==> src/rtl/mc_pkg.sv <==
// Shared definitions for the multicycle controller: phase encodings,
// instruction path classes, opcode/funct constants and ALU function codes.
package mc_pkg;

    // Instruction phases; the numeric values are visible on the state port
    typedef enum logic [2:0] {
        S_IF  = 3'd0,
        S_ID  = 3'd1,
        S_EX  = 3'd2,
        S_MEM = 3'd3,
        S_WB  = 3'd4
    } state_t;

    // Which phase sequence an instruction follows after ID
    typedef enum logic [2:0] {
        PATH_ALU = 3'd0,   // ID-EX-WB   (R-type, addi, ori)
        PATH_LW  = 3'd1,   // ID-EX-MEM-WB
        PATH_SW  = 3'd2,   // ID-EX-MEM
        PATH_BEQ = 3'd3,   // ID-EX
        PATH_J   = 3'd4,   // ID
        PATH_ILL = 3'd5    // ID, then back to IF with illegal set
    } path_t;

    localparam logic [5:0] OP_RTYPE = 6'h00;
    localparam logic [5:0] OP_J     = 6'h02;
    localparam logic [5:0] OP_BEQ   = 6'h04;
    localparam logic [5:0] OP_ADDI  = 6'h08;
    localparam logic [5:0] OP_ORI   = 6'h0D;
    localparam logic [5:0] OP_LW    = 6'h23;
    localparam logic [5:0] OP_SW    = 6'h2B;

    localparam logic [5:0] FN_ADD   = 6'h20;
    localparam logic [5:0] FN_ADDU  = 6'h21;
    localparam logic [5:0] FN_SUB   = 6'h22;
    localparam logic [5:0] FN_SUBU  = 6'h23;
    localparam logic [5:0] FN_AND   = 6'h24;
    localparam logic [5:0] FN_OR    = 6'h25;
    localparam logic [5:0] FN_SLT   = 6'h2A;

    localparam logic [2:0] ALU_ADD  = 3'd0;
    localparam logic [2:0] ALU_SUB  = 3'd1;
    localparam logic [2:0] ALU_AND  = 3'd2;
    localparam logic [2:0] ALU_OR   = 3'd3;
    localparam logic [2:0] ALU_SLT  = 3'd4;

    localparam logic [1:0] PC_SRC_SEQ = 2'd0;
    localparam logic [1:0] PC_SRC_BR  = 2'd1;
    localparam logic [1:0] PC_SRC_JMP = 2'd2;

endpackage

==> src/rtl/mc_decode.sv <==
// Instruction decoder: latched op/func to datapath levels and path class.
// Unknown encodings decode to PATH_ILL with every control level at 0.
module mc_decode
    import mc_pkg::*;
#(
    parameter int OP_W = 6
) (
    input  logic [OP_W-1:0] op,
    input  logic [OP_W-1:0] func,
    output path_t           path,
    output logic [2:0]      alu_ctr,
    output logic            alu_src,
    output logic            ext_op,
    output logic            reg_dst,
    output logic            mem_to_reg,
    output logic            trap
);

    // Opcode/funct lookup; trap marks the signed ops that may raise overflow
    always_comb begin
        path       = PATH_ILL;
        alu_ctr    = ALU_ADD;
        alu_src    = 1'b0;
        ext_op     = 1'b0;
        reg_dst    = 1'b0;
        mem_to_reg = 1'b0;
        trap       = 1'b0;
        case (op)
            OP_W'(OP_RTYPE): begin
                case (func)
                    OP_W'(FN_ADD):  begin path = PATH_ALU; alu_ctr = ALU_ADD; trap = 1'b1; end
                    OP_W'(FN_ADDU): begin path = PATH_ALU; alu_ctr = ALU_ADD; end
                    OP_W'(FN_SUB):  begin path = PATH_ALU; alu_ctr = ALU_SUB; trap = 1'b1; end
                    OP_W'(FN_SUBU): begin path = PATH_ALU; alu_ctr = ALU_SUB; end
                    OP_W'(FN_AND):  begin path = PATH_ALU; alu_ctr = ALU_AND; end
                    OP_W'(FN_OR):   begin path = PATH_ALU; alu_ctr = ALU_OR;  end
                    OP_W'(FN_SLT):  begin path = PATH_ALU; alu_ctr = ALU_SLT; end
                    default:        path = PATH_ILL;
                endcase
                if (path != PATH_ILL) begin
                    reg_dst = 1'b1;
                    ext_op  = 1'b1;
                end else begin
                    reg_dst = 1'b0;
                    ext_op  = 1'b0;
                end
            end
            OP_W'(OP_ADDI): begin
                path = PATH_ALU; alu_src = 1'b1; ext_op = 1'b1; trap = 1'b1;
            end
            OP_W'(OP_ORI): begin
                path = PATH_ALU; alu_src = 1'b1; ext_op = 1'b0; alu_ctr = ALU_OR;
            end
            OP_W'(OP_LW): begin
                path = PATH_LW; alu_src = 1'b1; ext_op = 1'b1; mem_to_reg = 1'b1;
            end
            OP_W'(OP_SW): begin
                path = PATH_SW; alu_src = 1'b1; ext_op = 1'b1;
            end
            OP_W'(OP_BEQ): begin
                path = PATH_BEQ; ext_op = 1'b1; alu_ctr = ALU_SUB;
            end
            OP_W'(OP_J): begin
                path = PATH_J; ext_op = 1'b1;
            end
            default: path = PATH_ILL;
        endcase
    end

endmodule

==> src/rtl/multicycle_control.sv <==
// Multicycle processor controller: Moore FSM stepping IF/ID/EX/MEM/WB.
// Outputs come from the state register and op/func captured with the IR
// load; only the branch decision in EX looks at the live Zero flag.
// Optional build macro: OVERFLOW_TRAP_EN (signed overflow blocks RegWr).
module multicycle_control
    import mc_pkg::*;
#(
    parameter int OP_W = 6
) (
    input  logic            clk,
    input  logic            rst_n,
    input  logic [OP_W-1:0] op,
    input  logic [OP_W-1:0] func,
    input  logic            Zero,
    input  logic            Overflow,
    output logic [2:0]      state,
    output logic            ir_wr,
    output logic            pc_wr,
    output logic [1:0]      pc_src,
    output logic            WB_clk,
    output logic            RegWr,
    output logic            RegDst,
    output logic            ALUSrc,
    output logic            ExtOp,
    output logic            MemWr,
    output logic            MemtoReg,
    output logic [2:0]      ALUctr,
    output logic            illegal
);

    state_t          state_r;
    state_t          state_nxt_s;
    logic [OP_W-1:0] op_r;
    logic [OP_W-1:0] func_r;
    logic            illegal_r;
    logic            set_illegal_s;
    logic            trap_hit_s;
    logic            reg_block_s;

    path_t           dec_path_s;
    logic [2:0]      dec_alu_ctr_s;
    logic            dec_alu_src_s;
    logic            dec_ext_op_s;
    logic            dec_reg_dst_s;
    logic            dec_mem_to_reg_s;
    logic            dec_trap_s;

    mc_decode #(.OP_W(OP_W)) u_decode (
        .op         (op_r),
        .func       (func_r),
        .path       (dec_path_s),
        .alu_ctr    (dec_alu_ctr_s),
        .alu_src    (dec_alu_src_s),
        .ext_op     (dec_ext_op_s),
        .reg_dst    (dec_reg_dst_s),
        .mem_to_reg (dec_mem_to_reg_s),
        .trap       (dec_trap_s)
    );

    // Phase register
    always_ff @(posedge clk or negedge rst_n) begin
        if (!rst_n) begin
            state_r <= S_IF;
        end else begin
            state_r <= state_nxt_s;
        end
    end

    // Capture op/func on the IR load edge so ID decodes from stable values
    always_ff @(posedge clk or negedge rst_n) begin
        if (!rst_n) begin
            op_r   <= {OP_W{1'b0}};
            func_r <= {OP_W{1'b0}};
        end else if (state_r == S_IF) begin
            op_r   <= op;
            func_r <= func;
        end else begin
            op_r   <= op_r;
            func_r <= func_r;
        end
    end

`ifdef OVERFLOW_TRAP_EN
    logic ovf_r;

    // Remember an overflow seen in EX so WB can drop the register write
    always_ff @(posedge clk or negedge rst_n) begin
        if (!rst_n) begin
            ovf_r <= 1'b0;
        end else if (state_r == S_EX) begin
            ovf_r <= Overflow & dec_trap_s;
        end else begin
            ovf_r <= ovf_r;
        end
    end

    assign trap_hit_s  = (state_r == S_EX) && Overflow && dec_trap_s;
    assign reg_block_s = ovf_r;
`else
    logic unused_ovf_s;
    assign unused_ovf_s = ^{Overflow, dec_trap_s};
    assign trap_hit_s   = 1'b0;
    assign reg_block_s  = 1'b0;
`endif

    assign set_illegal_s = ((state_r == S_ID) && (dec_path_s == PATH_ILL)) || trap_hit_s;

    // Sticky illegal flag, cleared only by reset
    always_ff @(posedge clk or negedge rst_n) begin
        if (!rst_n) begin
            illegal_r <= 1'b0;
        end else if (set_illegal_s) begin
            illegal_r <= 1'b1;
        end else begin
            illegal_r <= illegal_r;
        end
    end

    // Next phase from current phase and the decoded path class
    always_comb begin
        state_nxt_s = S_IF;
        case (state_r)
            S_IF:  state_nxt_s = S_ID;
            S_ID:  state_nxt_s = ((dec_path_s == PATH_J) || (dec_path_s == PATH_ILL)) ? S_IF : S_EX;
            S_EX: begin
                case (dec_path_s)
                    PATH_LW, PATH_SW: state_nxt_s = S_MEM;
                    PATH_ALU:         state_nxt_s = S_WB;
                    default:          state_nxt_s = S_IF;
                endcase
            end
            S_MEM: state_nxt_s = (dec_path_s == PATH_LW) ? S_WB : S_IF;
            S_WB:  state_nxt_s = S_IF;
            default: state_nxt_s = S_IF;
        endcase
    end

    // Phase strobes and datapath levels; everything is held at 0 in reset
    always_comb begin
        ir_wr    = 1'b0;
        pc_wr    = 1'b0;
        pc_src   = PC_SRC_SEQ;
        WB_clk   = 1'b0;
        RegWr    = 1'b0;
        MemWr    = 1'b0;
        RegDst   = 1'b0;
        ALUSrc   = 1'b0;
        ExtOp    = 1'b0;
        MemtoReg = 1'b0;
        ALUctr   = ALU_ADD;
        if (rst_n) begin
            RegDst   = dec_reg_dst_s;
            ALUSrc   = dec_alu_src_s;
            ExtOp    = dec_ext_op_s;
            MemtoReg = dec_mem_to_reg_s;
            ALUctr   = dec_alu_ctr_s;
            case (state_r)
                S_IF: ir_wr = 1'b1;
                S_ID: begin
                    if (dec_path_s == PATH_J) begin
                        pc_wr  = 1'b1;
                        pc_src = PC_SRC_JMP;
                    end else if (dec_path_s == PATH_ILL) begin
                        pc_wr  = 1'b1;
                        pc_src = PC_SRC_SEQ;
                    end else begin
                        pc_wr  = 1'b0;
                    end
                end
                S_EX: begin
                    if (dec_path_s == PATH_BEQ) begin
                        pc_wr  = 1'b1;
                        pc_src = Zero ? PC_SRC_BR : PC_SRC_SEQ;
                    end else begin
                        pc_wr  = 1'b0;
                    end
                end
                S_MEM: begin
                    if (dec_path_s == PATH_SW) begin
                        MemWr = 1'b1;
                        pc_wr = 1'b1;
                    end else begin
                        MemWr = 1'b0;
                    end
                end
                S_WB: begin
                    WB_clk = 1'b1;
                    RegWr  = ~reg_block_s;
                    pc_wr  = 1'b1;
                end
                default: ir_wr = 1'b0;
            endcase
        end else begin
            ir_wr = 1'b0;
        end
    end

    assign state   = state_r;
    assign illegal = illegal_r;

endmodule

==> config.mk <==
export PLATFORM = sky130hd
export DESIGN_NAME = multicycle_control
export DESIGN_NICKNAME = d
export VERILOG_FILES = /design/src/rtl/mc_pkg.sv /design/src/rtl/mc_decode.sv /design/src/rtl/multicycle_control.sv
export SDC_FILE = /design/constraint.sdc
export NUM_CORES = 1
export LEC_CHECK = 0
export BUFFER_PORTS_ARGS = -buffer_cell sky130_fd_sc_hd__buf_2
export CAP_MARGIN = 20
export CORE_MARGIN = 4
export CORE_UTILIZATION = 45
export DETAILED_ROUTE_END_ITERATION = 8
export MAX_ROUTING_LAYER = met4
export PLACE_DENSITY = 0.74
export SYNTH_ARGS = -nofsm -noshare
export SYNTH_HDL_FRONTEND = slang
export SYNTH_SLANG_ARGS = --single-unit
==> constraint.sdc <==
create_clock -name clk -period 1.9 [get_ports clk]
set_clock_uncertainty 0.1 [all_clocks]
set_input_delay 0.38 -clock clk [delete_from_list [all_inputs] [get_ports clk]]
set_output_delay 0.38 -clock clk [all_outputs]
set_load 0.1 [all_outputs]
==> impl_metrics.toml, run 1 <==
[cells_and_area]
num_antenna_cells = 0
finalCoreUtilization_pct = 96.76
final-instance-count-excl-fill = 218
syn2layout_area_growth_pct = 99.09
nets = 207
drive_above_1_share_pct = 73.68

[floorplan]
boundaryPins = 34
dieWidth_um = 57.58
coreArea_sq_um = 2276
die-area_sq_um = 3315
die_h_um = 57.58
start_util_pct = 48.60
rows = 17

[clocking]
numCtsBuffers = 3
clock-sinks = 16
cts_root_buffer = "clkbuf_4"
clk_pin_slew_ns = 0.10
cts_htree_levels = 1
cts_tree = "yes"
clock_latency_ns = 0.30
cts_buffer_depth = 2

[placed_design]
place_inst = 203
io_buffer_count = 32
globalplace.congestion = 0.9027
hpwlAfterDp_um = 2669

[sta]
clock.fmax_mhz = 386.8
worstMarginPinSlew_ns = 0.5049
hold_viol_final = 0
period_minus_slack_ns = 2.585
fin_ws_ns = -0.6850
final-max-slew-violation-count = 0
rsz0062_at_grt = "yes"
setup_viol_count_final = 16
slew_headroom_pct = 66.57
post-route-period-util_pct = 136.1

[pwr]
leakage_uw = 0.0009278
powerDensity_nw_per_um2 = 1776
seq_power_share_pct = 20.0
p_int_uw = 1871
peakVddDrop_uv = 1648
swShare_pct = 52.18
switchingPower_uw = 2041
p_comb_share_pct = 74.7
clockPowerShare_pct = 5.3

[worst_setup_path]
r2r_start = "op_r[0]"
cp-start-kind = "flop"
critPathKind = "reg2out"
crit_fanout = 5
cp-end-kind = "primary output"
reg2reg_slack_ns = -0.14
reg2reg_depth = 7
startpoint = "op_r[0]"
cp-endpoint = "ALUctr[1]"
crit_arrival_ns = 2.11
worst_r2r_endpoint = "state[2]"
cp.required_ns = 1.42

[yosys]
synthFlopType = "dfrtp_1"
syn-num-nets = 131
synth_cell_types = 40
yosysSeqAreaShare_pct = 36.20
yosysWarnings = 0
ys_ff_latch = 16
syn_avg_cell_area_sq_um = 9.618
syn_inst = 115
synth_edf_count = 0
synth_area_sq_um = 1106
async_flop_share_pct = 100.0

[global_route]
grt_overflow = 0
track_usage_pct = 34.38
antenna_found_initial = 0
grt_pass1_vias = 1500
grt_pass1_wl_um = 8245
grt_max_degree = 15

[routing]
viasPerCell = 6.913
first_pass_iters = 5
wl_um = 6264
initialDrtViolationCount = 100
detail-route-antenna-nets = 0
drc_errors = 0
detail_route.wl_per_cell_um = 28.73
vias = 1507

[status]
violations = "setup timing"
status = "finished, violations left"

[hold_path]
min_path_type = "in2async"

[flow_run]
drv_cap = 0
-- state kept, by name, indices dropped and copies added (netlist names) --
| register | count |
|---|---|
| func_r | 6 |
| op_r | 6 |
| state | 3 |
| illegal | 1 |
-- timing repair --
action,CTS,global route
resized for setup,29,12
hold buffers,1,0
endpoints found under the setup margin,14,15
cloned,0,0
hold endpoints to repair,4,0
pin swaps,12,5
buffers inserted,7,4
-- cells by family after synthesis --
| group | synth area share, % |
|---|---|
| simple gates | 28.62 |
| compound gates | 16.74 |
| flops | 36.20 |
| buf+inv | 5.655 |
| mux | 11.20 |
| xor+xnor | 1.584 |
-- cell type report --
type,instances,area [sq um]
clock buffer,4,26.28
inverter,3,11.26
tap,28,35.03
timing repair buffer,80,785.8
sequential,16,416.7
multi-input combinational,87,927.1
fill,43,73.82
-- Yosys cell counts, drive strengths merged, types with 2 or more instances --
cell	number	area share, %
a211oi	2	1.4
inv	3	1.0
nor2b	2	1.1
dfrtp	16	36
xor2	2	1.6
buf	8	4.3
nand2b	6	3.4
mux2	11	11
o22ai	2	1.1
nor4	2	1.1
and2	6	3.4
a31oi	2	1.7
nand2	11	3.7
or3	2	2.0
o21ai	6	2.7
nor3	6	4.1
o221ai	2	2.1
nand4b	3	2.4
or4	3	2.0
nor2	4	1.4
-- layout by cell type (no fill, tap or decap), types with 2 or more instances in the layout --
cell,n
nand2_2,2
xor2_1,2
nand2b_1,4
clkbuf_4,3
nand2b_4,2
nand2_1,8
buf_6,14
nor3_4,6
dfrtp_2,4
or4_4,3
nor4_4,2
dfrtp_4,3
dfrtp_1,9
inv_2,2
nor2_4,2
and2_4,4
o21ai_0,4
buf_12,14
and2_1,2
mux2_2,11
buf_2,18
or3_4,2
nand4b_1,3
buf_4,33
o21ai_1,2
-- through the flow --
stage / setup slack [ns] / total power (uW) / instance area (sq um) / hold WS, ns / setup TNS, ns
floorplan: -0.4448 / 2174 / 1325 / -0.01559 / -4.003
global placement: -0.2475 / 2848 / 1924 / 0.2094 / -1.213
detailed placement: -0.2741 / 2937 / 1924 / 0.2143 / -1.563
CTS: -0.5269 / 3462 / 2132 / 0.1139 / -4.682
global route: -0.7152 / 4018 / 2202 / 0.1293 / -7.518
finish: -0.6850 / 3912 / 2202 / 0.1464 / -7.077
-- power by group through the flow --
stage	clock (uW)	sequential (uW)	combinational (uW)
global placement	0	678	2170
floorplan	0	792	1380
detailed placement	0	698	2240
global route	228	801	2990
finish	207	784	2920
CTS	199	729	2530
-- layer usage --
| layer | vias to the layer above | routed length (um) | GRT usage (%) | share of wire, % |
|---|---|---|---|---|
| li1 | 572 | - | - | - |
| met1 | 741 | 2092 | 37.43 | 33 |
| met2 | 146 | 3141 | 57.42 | 50 |
| met3 | 48 | 552 | 4.751 | 8.8 |
| met4 | 0 | 478 | 23.18 | 7.6 |
| met5 | - | 0 | - | 0 |
-- worst min-delay path by stage --
stage                     startpoint   endpoint  cells past startpoint
after floorplan                rst_n  func_r[0]                      0
after global placement         rst_n    op_r[1]                      1
after detailed placement       rst_n    op_r[1]                      1
after CTS                      rst_n   state[2]                      2
after global routing           rst_n   state[2]                      2
final                          rst_n   state[0]                      2
-- worst max-delay path, cell delays in order (launching register included) --
cell      delay (ns)
dfrtp_1         0.44
buf_6           0.16
nor3_4          0.27
nand2_2         0.11
or4_4           0.44
a21boi_4        0.19
buf_12          0.19
(Power assumes the default switching activity.)
==> inputs of run 2 (changes only) <==
- CORE_ASPECT_RATIO: default -> 0.75
- PLACE_DENSITY: 0.74 -> 0.75
==> run 2 against run 1 <==
Effect of this change:
- the flow still finishes with violations (setup timing)
- die area rose by 0.25%
- combinational power up 2%
- final area rose by 0.51%
- non-clock buffer count down 2
- critical endpoint is now ExtOp
- largest cell class unchanged
- via count is 1.6% higher
- count of clock-buffer cells in the layout is the same
- worst setup slack got worse by 0.056 ns
==> impl_metrics.toml, run 2 (synthesis gave the netlist of run 1 again) <==
[sta]
worstMarginPinSlew_ns = 0.4947
rsz0062_at_grt = "yes"
hold_viol_final = 0
period_minus_slack_ns = 2.641
slew_headroom_pct = 67.25
clock.fmax_mhz = 378.6
final-max-slew-violation-count = 0
setup_viol_count_final = 18
fin_ws_ns = -0.7411
post-route-period-util_pct = 139.0

[routing]
initialDrtViolationCount = 220
detail-route-antenna-nets = 0
first_pass_iters = 5
viasPerCell = 6.835
wl_um = 6308
drc_errors = 0
detail_route.wl_per_cell_um = 28.16
vias = 1531

[pwr]
power_uw = 4058
clockPowerShare_pct = 6.3
p_comb_share_pct = 73.7
leakage_uw = 0.0009311
switchingPower_uw = 2137
powerDensity_nw_per_um2 = 1833
swShare_pct = 52.66
peakVddDrop_uv = 1489
seq_power_share_pct = 20.1
p_int_uw = 1921

[placed_design]
io_buffer_count = 32
place_inst = 207
hpwlAfterDp_um = 2763
globalplace.congestion = 0.8285

[worst_setup_path]
crit_fanout = 8
cp-start-kind = "flop"
critPathKind = "reg2out"
r2r_start = "op_r[2]"
crit_arrival_ns = 2.16
cp-end-kind = "primary output"
reg2reg_depth = 6
worst_r2r_endpoint = "state[2]"
cp.required_ns = 1.42
reg2reg_slack_ns = -0.13

[cells_and_area]
drive_above_1_share_pct = 74.47
final-instance-count-excl-fill = 224
layout_commonest_cell = "buf_4"
multi_input_area_sq_um = 939.7
syn2layout_area_growth_pct = 100.1
final_cell_mix = "buf_4 (34), buf_2 (18), buf_12 (14)"
final-seq-area_sq_um = 416.7
nets = 205
nFillCells = 60

[floorplan]
dieWidth_um = 65.25
die_h_um = 50.94
coreArea_sq_um = 2327
start_util_pct = 47.53
die-area_sq_um = 3323
boundaryPins = 34
rows = 15

[clocking]
cts_tree = "yes"
cts_root_buffer = "clkbuf_4"
clock_latency_ns = 0.33
numCtsBuffers = 3
cts_htree_levels = 1
cts_buffer_depth = 2
clk_pin_slew_ns = 0.12
clock-sinks = 16

[global_route]
grt_pass1_wl_um = 7962
antenna_found_initial = 2
grt_pass1_vias = 1471
grt_max_degree = 15
grt_overflow = 0
track_usage_pct = 33.91

[flow_run]
drv_cap = 0

[status]
status = "finished, violations left"
violations = "setup timing"

[hold_path]
min_path_type = "in2async"
-- run 2: cell types whose count changed in the layout (fill, tap and decap cells not counted), sizes merged --
| cell | before | now |
|---|---|---|
| buf | 79 | 77 |
| diode | 0 | 2 |
-- run 2: power groups by stage --
stage / Clock (uW) / Sequential (uW) / Combinational [uW]
floorplan: 0 / 792 / 1380
global placement: 0 / 695 / 2130
detailed placement: 0 / 724 / 2220
CTS: 238 / 755 / 2600
global route: 296 / 815 / 3050
finish: 254 / 815 / 2990
-- run 2: worst max-delay path, cell delays in order (launching register included) --
cell     delay, ns
dfrtp_1       0.44
buf_4         0.20
buf_4         0.15
o21ai_1       0.19
o21ai_1       0.15
o31a_1        0.34
o22ai_4       0.17
buf_12        0.20
-- run 2: final cells by class --
| cell class | instances | share of cell area, % |
|---|---|---|
| antenna | 2 | 0.2261 |
| clock buffer | 4 | 1.639 |
| inverter | 3 | 0.6218 |
| multi-input combinational | 87 | 42.45 |
| sequential | 16 | 18.82 |
| tap | 34 | 1.922 |
| timing repair buffer | 78 | 34.31 |
-- run 2: stage by stage --
step	cell area [sq um]	setup WS, ns	hold WS [ns]	utilization [%]	setup TNS, ns
2_1_floorplan	1325	-0.4448	-0.01559	-	-4.003
3_3_place_gp	1917	-0.2456	0.1812	82.37	-1.225
3_5_place_dp	1917	-0.2894	0.1897	82.37	-1.687
4_1_cts	2132	-0.5543	0.1036	91.61	-4.764
5_1_grt	2213	-0.7827	0.07046	95.11	-7.974
6_report	2213	-0.7411	0.1153	95.11	-7.103
-- run 2: how the worst max path moves through the flow --
stage | startpoint | to | slack [ns] | cells past startpoint
2_1_floorplan | state[0] | WB_clk | -0.44 | 3
3_3_place_gp | op_r[2] | ALUctr[1] | -0.25 | 6
6_report | op_r[2] | ExtOp | -0.74 | 7
4_1_cts | op_r[2] | pc_wr | -0.55 | 5
5_1_grt | op_r[0] | pc_wr | -0.78 | 7
3_5_place_dp | op_r[2] | ALUctr[0] | -0.29 | 7
-- run 2: repair_timing --
action,4_1_cts,5_1_grt
hold buffers,1,0
setup buffers,6,4
setup endpoints to repair,14,15
pin swaps,14,4
endpoints found under the hold margin,3,0
gates resized for setup,33,9
-- run 2: per-layer routing --
| layer | share of wire [%] | vias to the layer above | track usage (%) |
|---|---|---|---|
| li1 | - | 575 | - |
| met1 | 34 | 691 | 37.43 |
| met2 | 44 | 192 | 55.13 |
| met3 | 12 | 73 | 8.791 |
| met4 | 10 | 0 | 21.03 |
| met5 | 0 | - | - |
==> inputs of run 3 (changes only) <==
--- a/config.mk
+++ b/config.mk
@@ -15,2 +15,3 @@
 export PLACE_DENSITY = 0.75
+export SKIP_LAST_GASP = 1
 export SYNTH_ARGS = -nofsm -noshare
==> constraint.sdc (replaced) <==
create_clock -name clk -period 1.9 [get_ports clk]
set_clock_uncertainty 0.1 [all_clocks]
set_input_delay 0.095 -clock clk [delete_from_list [all_inputs] [get_ports clk]]
set_output_delay 0.095 -clock clk [all_outputs]
set_load 0.1 [all_outputs]
==> run 3 against run 2 <==
Effect of this change:
- the flow still finishes with violations (setup timing)
- sequential share of layout area rose by 0.63 points
- largest cell class unchanged
- worst setup slack improved by 0.40 ns
- via count fell by 13%
- final area fell by 3.5%
- sequential power fell by 2%
==> impl_metrics.toml, run 3 (synthesis gave the netlist of run 1 again) <==
[worst_setup_path]
startpoint = "op_r[2]"
crit_top_cell = "or3_4"
crit_arrival_ns = 2.04
cp.required_ns = 1.70
crit_cells = 5
crit_family = "simple AND/OR/NAND/NOR gates"
critPathKind = "reg2out"
reg2reg_depth = 7
r2r_start = "op_r[0]"
cp-start-kind = "flop"
crit_buf_inv = 1
crit_fanout = 3
cp-endpoint = "pc_wr"
reg2reg_slack_ns = -0.09
worst_r2r_endpoint = "state[2]"
worstPathCellList = "or3_4 > or3_4 > o221ai_4 > a22o_4 > buf_12"
cp-end-kind = "primary output"
critPathMaxStageDelay_ns = 0.44
slowest_stage = "dfrtp_1"

[sta]
period_minus_slack_ns = 2.237
fin_ws_ns = -0.3375
setup_viol_count_final = 13
rsz0062_at_grt = "yes"
final-max-slew-violation-count = 0
worstMarginPinSlew_ns = 0.4936
hold_viol_final = 0
clock.fmax_mhz = 446.9
slew_headroom_pct = 67.32
post-route-period-util_pct = 117.8

[routing]
first_pass_iters = 4
drc_errors = 0
detail_route.wl_per_cell_um = 21.90
wl_um = 4841
detail-route-antenna-nets = 0
viasPerCell = 6.050
vias = 1337
initialDrtViolationCount = 124

[placed_design]
pre_cts_ws_ns = 0.002353
dpl-instance-area_sq_um = 1698
io_buffer_count = 32
globalplace.congestion = 0.8014
hpwlAfterDp_um = 2346

[pwr]
leakage_uw = 0.0008842
powerDensity_nw_per_um2 = 1696
peakVddDrop_uv = 1103

[cells_and_area]
num_antenna_cells = 0
layout_commonest_cell = "buf_4"
nFillCells = 89
final_cell_mix = "buf_4 (24), buf_2 (20), dlygate4sd3_1 (13)"
fin_area_sq_um = 2136
drive_above_1_share_pct = 64.71
nets = 204
syn2layout_area_growth_pct = 93.10
finalCoreUtilization_pct = 91.77

[clocking]
numCtsBuffers = 3
clk_pin_slew_ns = 0.11
cts_buffer_depth = 2
cts_tree = "yes"
cts_htree_levels = 1
cts_root_buffer = "clkbuf_4"
clock_latency_ns = 0.32
clock-sinks = 16

[floorplan]
start_util_pct = 47.53
dieWidth_um = 65.25
rows = 15
die-area_sq_um = 3323
boundaryPins = 34
coreArea_sq_um = 2327
die_h_um = 50.94

[hold_path]
min_path_type = "in2async"

[global_route]
grt_pass1_wl_um = 6065
grt_max_degree = 16
track_usage_pct = 24.37
antenna_found_initial = 0
grt_pass1_vias = 1240
grt_overflow = 0

[status]
status = "finished, violations left"
violations = "setup timing"

[flow_run]
drv_cap = 0
run 3: layer usage:
metal | track usage, % | wire length [um] | share of wire, %
met2 | 40.34 | 2346 | 48
met4 | 9.655 | 175 | 3.6
met1 | 29.64 | 1881 | 39
met3 | 4.396 | 438 | 9.0
met5 | - | 0 | 0
run 3: worst register-to-register path, delay by kind of cell (launching register included):
kind | cells | cell delay, ns
AO/OA/AOI/OAI | 4 | 0.88
flip-flops | 1 | 0.47
buffers and inverters | 3 | 0.46
run 3: what timing repair did:
| item | 4_1_cts | 5_1_grt |
|---|---|---|
| pin swaps | 9 | 8 |
| setup buffers | 5 | 11 |
| hold buffers | 13 | 1 |
| setup endpoints to repair | 9 | 13 |
| resized for setup | 22 | 14 |
| endpoints found under the hold margin | 28 | 8 |
run 3: cell type report:
type / count / area, sq um / share of cell area, %
clock buffer: 4 / 36.28 / 1.699
multi-input combinational: 87 / 888.4 / 41.59
timing repair buffer: 77 / 742.0 / 34.74
sequential: 16 / 415.4 / 19.45
inverter: 3 / 11.26 / 0.5272
tap: 34 / 42.54 / 1.992
run 3: through the flow:
| stage | TNS (ns) | cells | total power (uW) | hold WS [ns] |
|---|---|---|---|---|
| 5_1_grt | -3.064 | 221 | 3754 | 0.03820 |
| 3_5_place_dp | 0 | 188 | 2611 | -0.07651 |
| 4_1_cts | -1.642 | 210 | 3158 | 0.3471 |
| 2_1_floorplan | -1.232 | 115 | 2101 | -0.3006 |
| 6_report | -2.217 | 221 | 3622 | 0.03020 |
| 3_3_place_gp | 0 | 188 | 2535 | -0.08178 |
run 3: worst min path at each step:
| stage | to | slack (ns) | cells past startpoint |
|---|---|---|---|
| 4_1_cts | illegal | 0.35 | 2 |
| 3_5_place_dp | illegal | -0.08 | 1 |
| 3_3_place_gp | illegal | -0.08 | 1 |
| 6_report | func_r[1] | 0.03 | 3 |
| 2_1_floorplan | func_r[0] | -0.30 | 0 |
| 5_1_grt | op_r[1] | 0.04 | 3 |
run 3: report_power, final:
part | total [uW] | switching, uW | internal, uW
clock network | 247 | 130 | 117
logic | 2580 | 1450 | 1130
registers | 798 | 283 | 515
